===== src/rtl/samp_seq_gen.sv =====
`default_nettype none
// +----------------------------------------------------------------------------+
// | Module      : samp_seq_gen                                                 |
// | Description : ADC sampling-sequence generator. Frames each sample strobe   |
// |               with setup/hold guard intervals on the p/n enables, then     |
// |               issues a one-cycle conversion start and waits for done.      |
// |               Single-shot and continuous modes.                            |
// |               Optional CONVERT timeout: define SAMP_SEQ_TIMEOUT_EN.        |
// | Revision    : 1.0 - initial release                                        |
// +----------------------------------------------------------------------------+
module samp_seq_gen #(
    parameter int SW    = 8,
    parameter int GUARD = 2,
    parameter int CW    = 16
`ifdef SAMP_SEQ_TIMEOUT_EN
    ,
    parameter int TO_CYC = 1024
`endif
) (
    input  logic          clk,
    input  logic          rst_n,
    input  logic          start,
    input  logic          cont,
    input  logic          abort,
    input  logic [SW-1:0] samp_len,
    input  logic          p_mask,
    input  logic          n_mask,
    input  logic          conv_done,
    output logic          seq_samp,
    output logic          samp_p_en,
    output logic          samp_n_en,
    output logic          conv_start,
    output logic          busy,
    output logic [CW-1:0] frame_cnt
`ifdef SAMP_SEQ_TIMEOUT_EN
    ,
    output logic          timeout
`endif
);

    // Phase counter must hold both the guard length and the sample length.
    localparam int C_GUARD_W = $clog2(GUARD + 1);
    localparam int C_CNT_W   = (SW > C_GUARD_W) ? SW : C_GUARD_W;
    localparam logic [C_CNT_W-1:0] C_GUARD_LAST = C_CNT_W'(GUARD - 1);

`ifdef SAMP_SEQ_TIMEOUT_EN
    localparam int C_TO_W = $clog2(TO_CYC + 1);
    localparam logic [C_TO_W-1:0] C_TO_LAST = C_TO_W'(TO_CYC - 1);
`endif

    typedef enum logic [2:0] {
        ST_IDLE    = 3'd0,
        ST_SETUP   = 3'd1,
        ST_SAMPLE  = 3'd2,
        ST_RELEASE = 3'd3,
        ST_CONVERT = 3'd4
    } state_t;

    state_t              state_q, state_d;
    logic [C_CNT_W-1:0]  cnt_q, cnt_d;
    logic [SW-1:0]       len_q, len_d;
    logic                p_lat_q, p_lat_d;
    logic                n_lat_q, n_lat_d;
    logic [CW-1:0]       frame_cnt_q, frame_cnt_d;
    logic                seq_samp_q, seq_samp_d;
    logic                p_en_q, p_en_d;
    logic                n_en_q, n_en_d;
    logic                conv_start_q, conv_start_d;
    logic                busy_q, busy_d;
    logic                latch;
    logic                enables_on;
    logic [C_CNT_W-1:0]  samp_last;
`ifdef SAMP_SEQ_TIMEOUT_EN
    logic [C_TO_W-1:0]   to_cnt_q, to_cnt_d;
    logic                timeout_q, timeout_d;
`endif

    // Latched length is never 0, so L-1 cannot underflow.
    assign samp_last = C_CNT_W'(len_q) - C_CNT_W'(1);

    // Next-state, frame latching and registered-output precompute.
    always_comb begin
        state_d     = state_q;
        cnt_d       = cnt_q;
        len_d       = len_q;
        p_lat_d     = p_lat_q;
        n_lat_d     = n_lat_q;
        frame_cnt_d = frame_cnt_q;
        latch       = 1'b0;
`ifdef SAMP_SEQ_TIMEOUT_EN
        to_cnt_d    = '0;
        timeout_d   = timeout_q;
`endif

        case (state_q)
            ST_IDLE: begin
                if (start && (p_mask || n_mask)) begin
                    state_d = ST_SETUP;
                    cnt_d   = '0;
                    latch   = 1'b1;
`ifdef SAMP_SEQ_TIMEOUT_EN
                    timeout_d = 1'b0;
`endif
                end
            end
            ST_SETUP: begin
                if (cnt_q == C_GUARD_LAST) begin
                    state_d = ST_SAMPLE;
                    cnt_d   = '0;
                end else begin
                    cnt_d = cnt_q + C_CNT_W'(1);
                end
            end
            ST_SAMPLE: begin
                if (cnt_q == samp_last) begin
                    state_d = ST_RELEASE;
                    cnt_d   = '0;
                end else begin
                    cnt_d = cnt_q + C_CNT_W'(1);
                end
            end
            ST_RELEASE: begin
                if (cnt_q == C_GUARD_LAST) begin
                    state_d = ST_CONVERT;
                    cnt_d   = '0;
                end else begin
                    cnt_d = cnt_q + C_CNT_W'(1);
                end
            end
            ST_CONVERT: begin
                if (conv_done) begin
                    frame_cnt_d = frame_cnt_q + CW'(1);
                    cnt_d       = '0;
                    if (cont && (p_mask || n_mask)) begin
                        state_d = ST_SETUP;
                        latch   = 1'b1;
                    end else begin
                        state_d = ST_IDLE;
                    end
                end
`ifdef SAMP_SEQ_TIMEOUT_EN
                else if (to_cnt_q == C_TO_LAST) begin
                    state_d   = ST_IDLE;
                    timeout_d = 1'b1;
                end else begin
                    to_cnt_d = to_cnt_q + C_TO_W'(1);
                end
`endif
            end
            default: begin
                state_d = ST_IDLE;
                cnt_d   = '0;
            end
        endcase

        if (latch) begin
            len_d   = (samp_len == '0) ? SW'(1) : samp_len;
            p_lat_d = p_mask;
            n_lat_d = n_mask;
        end

        // Abort overrides everything, including a same-cycle done accept.
        if (abort) begin
            state_d     = ST_IDLE;
            cnt_d       = '0;
            frame_cnt_d = frame_cnt_q;
`ifdef SAMP_SEQ_TIMEOUT_EN
            to_cnt_d    = '0;
            timeout_d   = timeout_q;
`endif
        end

        // Outputs are decoded from the next state so they come straight off flops.
        enables_on   = (state_d == ST_SETUP) || (state_d == ST_SAMPLE) ||
                       (state_d == ST_RELEASE);
        p_en_d       = enables_on && p_lat_d;
        n_en_d       = enables_on && n_lat_d;
        seq_samp_d   = (state_d == ST_SAMPLE);
        conv_start_d = (state_d == ST_CONVERT) && (state_q != ST_CONVERT);
        busy_d       = (state_d != ST_IDLE);
    end

    // State, frame context and output registers.
    always_ff @(posedge clk or negedge rst_n) begin
        if (!rst_n) begin
            state_q      <= ST_IDLE;
            cnt_q        <= '0;
            len_q        <= SW'(1);
            p_lat_q      <= 1'b0;
            n_lat_q      <= 1'b0;
            frame_cnt_q  <= '0;
            seq_samp_q   <= 1'b0;
            p_en_q       <= 1'b0;
            n_en_q       <= 1'b0;
            conv_start_q <= 1'b0;
            busy_q       <= 1'b0;
        end else begin
            state_q      <= state_d;
            cnt_q        <= cnt_d;
            len_q        <= len_d;
            p_lat_q      <= p_lat_d;
            n_lat_q      <= n_lat_d;
            frame_cnt_q  <= frame_cnt_d;
            seq_samp_q   <= seq_samp_d;
            p_en_q       <= p_en_d;
            n_en_q       <= n_en_d;
            conv_start_q <= conv_start_d;
            busy_q       <= busy_d;
        end
    end

`ifdef SAMP_SEQ_TIMEOUT_EN
    // CONVERT wait counter and sticky timeout flag.
    always_ff @(posedge clk or negedge rst_n) begin
        if (!rst_n) begin
            to_cnt_q  <= '0;
            timeout_q <= 1'b0;
        end else begin
            to_cnt_q  <= to_cnt_d;
            timeout_q <= timeout_d;
        end
    end

    assign timeout = timeout_q;
`endif

    assign seq_samp   = seq_samp_q;
    assign samp_p_en  = p_en_q;
    assign samp_n_en  = n_en_q;
    assign conv_start = conv_start_q;
    assign busy       = busy_q;
    assign frame_cnt  = frame_cnt_q;

endmodule

`default_nettype wire


===== config.mk =====
export PLATFORM = sky130hd
export DESIGN_NAME = samp_seq_gen
export DESIGN_NICKNAME = d
export VERILOG_FILES = /design/src/rtl/samp_seq_gen.sv
export SDC_FILE = /design/constraint.sdc
export NUM_CORES = 1
export LEC_CHECK = 0
export BUFFER_PORTS_ARGS = -buffer_cell sky130_fd_sc_hd__buf_2
export CORE_ASPECT_RATIO = 1.25
export CORE_MARGIN = 4
export CORE_UTILIZATION = 40
export CTS_CLUSTER_DIAMETER = 150
export CTS_CLUSTER_SIZE = 28
export DETAILED_ROUTE_END_ITERATION = 7
export GPL_TIMING_DRIVEN = 0
export SLEW_MARGIN = 20
export SYNTH_ARGS = -nofsm -noshare
export SYNTH_HDL_FRONTEND = slang
export SYNTH_SLANG_ARGS = --single-unit

===== constraint.sdc =====
create_clock -name clk -period 3.65 [get_ports clk]
set_input_delay 0.1825 -clock clk [delete_from_list [all_inputs] [get_ports clk]]
set_output_delay 0.1825 -clock clk [all_outputs]
set_load 0.03 [all_outputs]

==> flow_summary.yaml, run 1 <==
status:
  status: "finished, final reports clean"
final_layout:
  stdcell_area_um2: 2620
  fill_cells: 535
  final_util: 0.480
  drive_gt1_frac: 0.240
  diodes: 0
  area_delta_synth_final_pct: 16.4
  nets: 287
worst_setup_path:
  r2r_start: "len_q[1]"
  endpoint_kind: "flip-flop"
  cp-start-kind: "flip-flop"
  cp.arrival_ns: 2.68
  critPathLaunch: "len_q[1]"
  cp_data_required_time_ns: 3.82
  critical_path_class: "flip-flop to flip-flop"
  crit_path_max_fanout: 10
sta:
  setup_viol: 0
  hold_viol_final: 0
  skew_ns: 0.00444
  rsz0062_at_grt: "no"
  fmax_mhz: 399
  finalMaxSlewViolations: 0
  finalCritPeriodShare: 0.687
  hold_slack_ns: 0.0281
  setup_tns_ns: 0
  relSlewSlack: 0.379
  fin_crit_ns: 2.51
  worst_pin_slew_ns: 0.931
power:
  powerDensity_nw_per_um2: 417
  p_leak_nw: 1.19
  p_total_w: 0.00109
  ir_drop_uv: 322
clocking:
  clockBufferDepth: 2
  cts_tree: "done"
  clock_latency_ns: 0.29
  post_cts_resize_count: 0
  cts_buffers: 5
  htreeDepth: 2
  hold_buffers: 0
  cts_sinks: 42
  clk_pin_slew_ns: 0.08
  cts_root_buf: "clkbuf_8"
  postCtsSetupRepairBufs: 0
global_routing:
  grt_pass1_wl_um: 7700
  met2_usage: 0.238
  grt_max_degree: 43
  grtUsageMet1: 0.171
  grt_pass1_vias: 1721
  top_usage_layer: "met2"
  antenna_found_initial: 0
  met3_usage: 0.0274
  overflow: 0
  grt_usage: 0.139
routing:
  vias_per_cell: 5.34
  first_iter_violations: 93
  drc: 0
  wl_per_cell_um: 13.4
  wl_um: 4430
  first_pass_iters: 4
  dr_total_vias: 1767
  ant_nets: 0
yosys:
  synthFlopType: "dfrtp_1"
  synth_top_area_frac: 0.457
  synth_top_cell_by_area: "dfrtp_1"
  synth_area_um2: 2250
  synth_warnings: 0
  async_flop_share: 1.00
  yosys.cell_types.count: 43
  yosysMostFrequentCell: "dfrtp_1"
  synth_commonest_cells: "dfrtp_1, nand2_1, xnor2_1"
  yosys-top-cells-area: "dfrtp_1, xnor2_1, mux2_2, xor2_1, nand2_1"
  syn-num-nets: 245
  synthesis.instances: 225
  synth.avg_cell_area_um2: 9.99
  ys_ff_latch: 42
  ys_seq_area_frac: 0.468
  synth-edff-count: 0
placed_design:
  place.detailed.hpwl_um: 3310
  gp_congestion: 0.754
  io_buffers: 35
  placed_area_um2: 2500
floorplan:
  rows: 30
  start_util: 0.413
  die_h_um: 91.8
  fp.dieW_um: 75.0
  die-area_um2: 6890
  ios: 37
  coreArea_um2: 5440
worst_hold_path:
  hold_path_class: "primary input to async pin"
job:
  drv_cap: 0
## cell usage in the layout (no fill, tap or decap), drive strengths merged, types with 4 or more instances in the layout
cell,Yosys,routed
and3,4,4
inv,8,8
clkbuf,6,12
nand4,7,7
nor2,13,13
nand3,15,15
nand2b,5,5
nand2,20,20
a21oi,4,4
nor4,4,4
ha,4,4
buf,4,39
nor3,8,8
o21ai,10,10
mux2,9,9
xor2,9,9
nor2b,4,4
xnor2,17,17
dfrtp,41,41
## area by class of cell
class | instances | area (µm²) | share of cell area
Clock buffer | 6 | 82.6 | 0.0316
Inverter | 8 | 30.0 | 0.0115
Sequential cell | 42 | 1050 | 0.402
Clock inverter | 1 | 30.0 | 0.0115
Tap cell | 64 | 80.1 | 0.0306
Buffer | 10 | 67.6 | 0.0258
Multi-Input combinational cell | 165 | 1100 | 0.420
Timing Repair Buffer | 35 | 175 | 0.0670
## where the power goes
part	total [W]	switching, W	internal [W]
Sequential	0.000527	0.0000292	0.000498
Clock	0.000373	0.000155	0.000219
Combinational	0.000189	0.000104	0.0000852
Total	0.00109	0.000288	0.000802
## metal layers
layer	up-vias	part of all wire
met2	37	0.50
li1	876	-
met4	0	0.014
met1	849	0.43
met3	5	0.051
met5	-	0
## critical path, cell delays in order (launching register included)
cell      delay (ns)
dfrtp_1         0.42
or4_1           0.52
or3_1           0.39
a2111o_1        0.42
a211o_1         0.25
buf_6           0.15
a31oi_4         0.12
o22ai_1         0.10
## metrics by stage
stage | instances | worst slack, ns
final | 331 | 1.14
after detailed placement | 324 | 1.17
after floorplan | 225 | 1.31
after CTS | 331 | 1.15
after global placement | 324 | 1.17
after global routing | 331 | 1.06
## cells by family (layout without fill, tap and decap cells)
group,Yosys count,after routing,synth area share
multiplexers,9,9,0.0451
XOR/XNOR,26,26,0.101
AND/OR/NAND/NOR,95,95,0.222
flip-flops,42,42,0.468
buffers and inverters,18,60,0.0434
AO/OA/AOI/OAI,31,31,0.0974
adder cells (fa/ha/maj),4,4,0.0223
## registers in the layout (all words and copies together) (netlist names)
register	flops
busy	1
cnt_q	8
conv_start	1
frame_cnt	16
len_q	8
n_lat_q	1
p_lat_q	1
samp_n_en	1
samp_p_en	1
seq_samp	1
state_q	3
## worst paths after layout
check	end	slack, ns	cells after the start
worst min register to register	frame_cnt[15]	0.46	1
max in group asynchronous	cnt_q[6]	3.05	1
worst max register to register	cnt_q[6]	1.14	7
min in group clk	len_q[1]	0.11	3
worst min-delay path	frame_cnt[5]	0.03	1
worst max-delay path	cnt_q[6]	1.14	7
(Power assumes the default switching activity.)
==> run 2: changes to the inputs <==
==> constraint.sdc (replaced) <==
create_clock -name clk -period 2.57 [get_ports clk]
set_input_delay 0.1285 -clock clk [delete_from_list [all_inputs] [get_ports clk]]
set_output_delay 0.1285 -clock clk [all_outputs]
set_load 0.03 [all_outputs]
==> run 2 against run 1 <==
The run now ends with negative hold slack left. Power increased by 42%. Setup slack lost 1.1 ns. Count of clock-buffer cells in the layout unchanged. Combinational power increased by 47%. Highest routed layer unchanged.
==> flow_summary.yaml, run 2 (synthesis gave the netlist of run 1 again) <==
worst_setup_path:
  cp.arrival_ns: 2.66
  crit_path_max_fanout: 10
  crit_chain: "or4_1 -> or3_4 -> a2111o_1 -> a211o_1 -> buf_6 -> a31oi_4 -> o22ai_1"
  critPathSlowestCell: "or4_1"
  endpoint_kind: "flip-flop"
  crit_buf_inv: 1
  cp_data_required_time_ns: 2.74
  cp-start-kind: "flip-flop"
  critical_path_class: "flip-flop to flip-flop"
  crit_family: "simple AND/OR/NAND/NOR gates"
  cpPeakStageDelay_ns: 0.54
final_layout:
  largest_reg_flops: 16
  final_common_cell: "dfrtp_1"
  area_delta_synth_final_pct: 17.0
  drive_gt1_frac: 0.250
  instances_no_fill: 332
  diodes: 0
  final_cell_mix: "dfrtp_1, buf_2, nand2_1"
  final_util: 0.483
  nets: 288
global_routing:
  grt_pass1_wl_um: 7700
  overflow: 0
  antenna_found_initial: 0
  grt_max_degree: 43
  grt_pass1_vias: 1721
  grt_usage: 0.139
clocking:
  clock_latency_ns: 0.29
  cts_tree: "done"
  cts_sinks: 42
  cts_buffers: 5
  clk_pin_slew_ns: 0.08
  htreeDepth: 2
  clockBufferDepth: 2
  cts_root_buf: "clkbuf_8"
status:
  violations: "negative hold slack"
  status: "finished, violations left"
floorplan:
  fp.dieW_um: 75.0
  rows: 30
  start_util: 0.413
  die_h_um: 91.8
  die-area_um2: 6890
  coreArea_um2: 5440
  ios: 37
sta:
  finalMaxSlewViolations: 0
  hold_viol_final: 41
  skew_ns: 0.00222
  relSlewSlack: 0.379
  worst_pin_slew_ns: 0.931
  setup_viol: 0
  finalCritPeriodShare: 0.968
  fin_crit_ns: 2.49
  setup_tns_ns: 0
  hold_slack_ns: -0.0250
  fmax_mhz: 402
  rsz0062_at_grt: "no"
routing:
  first_iter_violations: 81
  wl_per_cell_um: 13.4
  vias_per_cell: 5.30
  drc: 0
  wl_um: 4450
  ant_nets: 0
  dr_total_vias: 1761
  first_pass_iters: 4
power:
  p_leak_nw: 1.19
  p_total_w: 0.00155
  powerDensity_nw_per_um2: 590
  ir_drop_uv: 449
worst_hold_path:
  hold_path_class: "primary input to async pin"
placed_design:
  dp_cells: 324
  io_buffers: 35
  place.detailed.hpwl_um: 3310
  gp_congestion: 0.754
job:
  drv_cap: 0
[run 2: cell types whose count changed in the layout (fill, tap and decap cells not counted), sizes merged]
cell,change
buf,+1
[run 2: routing by layer]
layer / up-vias / global-route usage / wire length [µm]
li1: 876 / - / -
met1: 847 / 0.171 / 1950
met2: 33 / 0.238 / 2230
met3: 5 / 0.0274 / 214
met4: 0 / 0.0401 / 62
met5: - / 0 / 0
[run 2: power by group]
group          internal (W)  switching, W  leakage [nW]
Combinational      0.000125      0.000152         0.591
Sequential         0.000707     0.0000412         0.544
Clock              0.000311      0.000216        0.0573
[run 2: path summary, 6_finish.rpt]
kind | endpoint | cells past startpoint | start | slack [ns]
max in group asynchronous | len_q[1] | 1 | rst_n | 2.02
max reg2reg | cnt_q[6] | 7 | len_q[0] | 0.08
max | cnt_q[6] | 7 | len_q[0] | 0.08
min reg2reg | frame_cnt[15] | 1 | frame_cnt[15] | 0.46
min | frame_cnt[5] | 1 | rst_n | -0.03
min in group clk | len_q[1] | 3 | samp_len[1] | 0.06
[run 2: cell type report]
| cell class | instances | area (µm²) |
|---|---|---|
| flip-flops and latches | 42 | 1050 |
| clock inverters | 1 | 30.0 |
| multi-input cells | 165 | 1100 |
| inverters | 8 | 30.0 |
| well taps | 64 | 80.1 |
| plain buffers | 10 | 67.6 |
| fillers | 533 | 2810 |
| clock buffers | 6 | 82.6 |
| repair buffers | 36 | 183 |
[run 2: metrics by stage]
stage	worst slack [ns]	area, µm²
after detailed placement	0.0877	2500
after global placement	0.0916	2500
after floorplan	0.233	2250
final	0.0831	2630
after CTS	0.0740	2620
after global routing	0.00465	2630
[run 2: repair_timing]
action,CTS,global route
buffers inserted,0,1
endpoints found under the setup margin,0,4
resized for setup,0,2
hold buffers,0,0
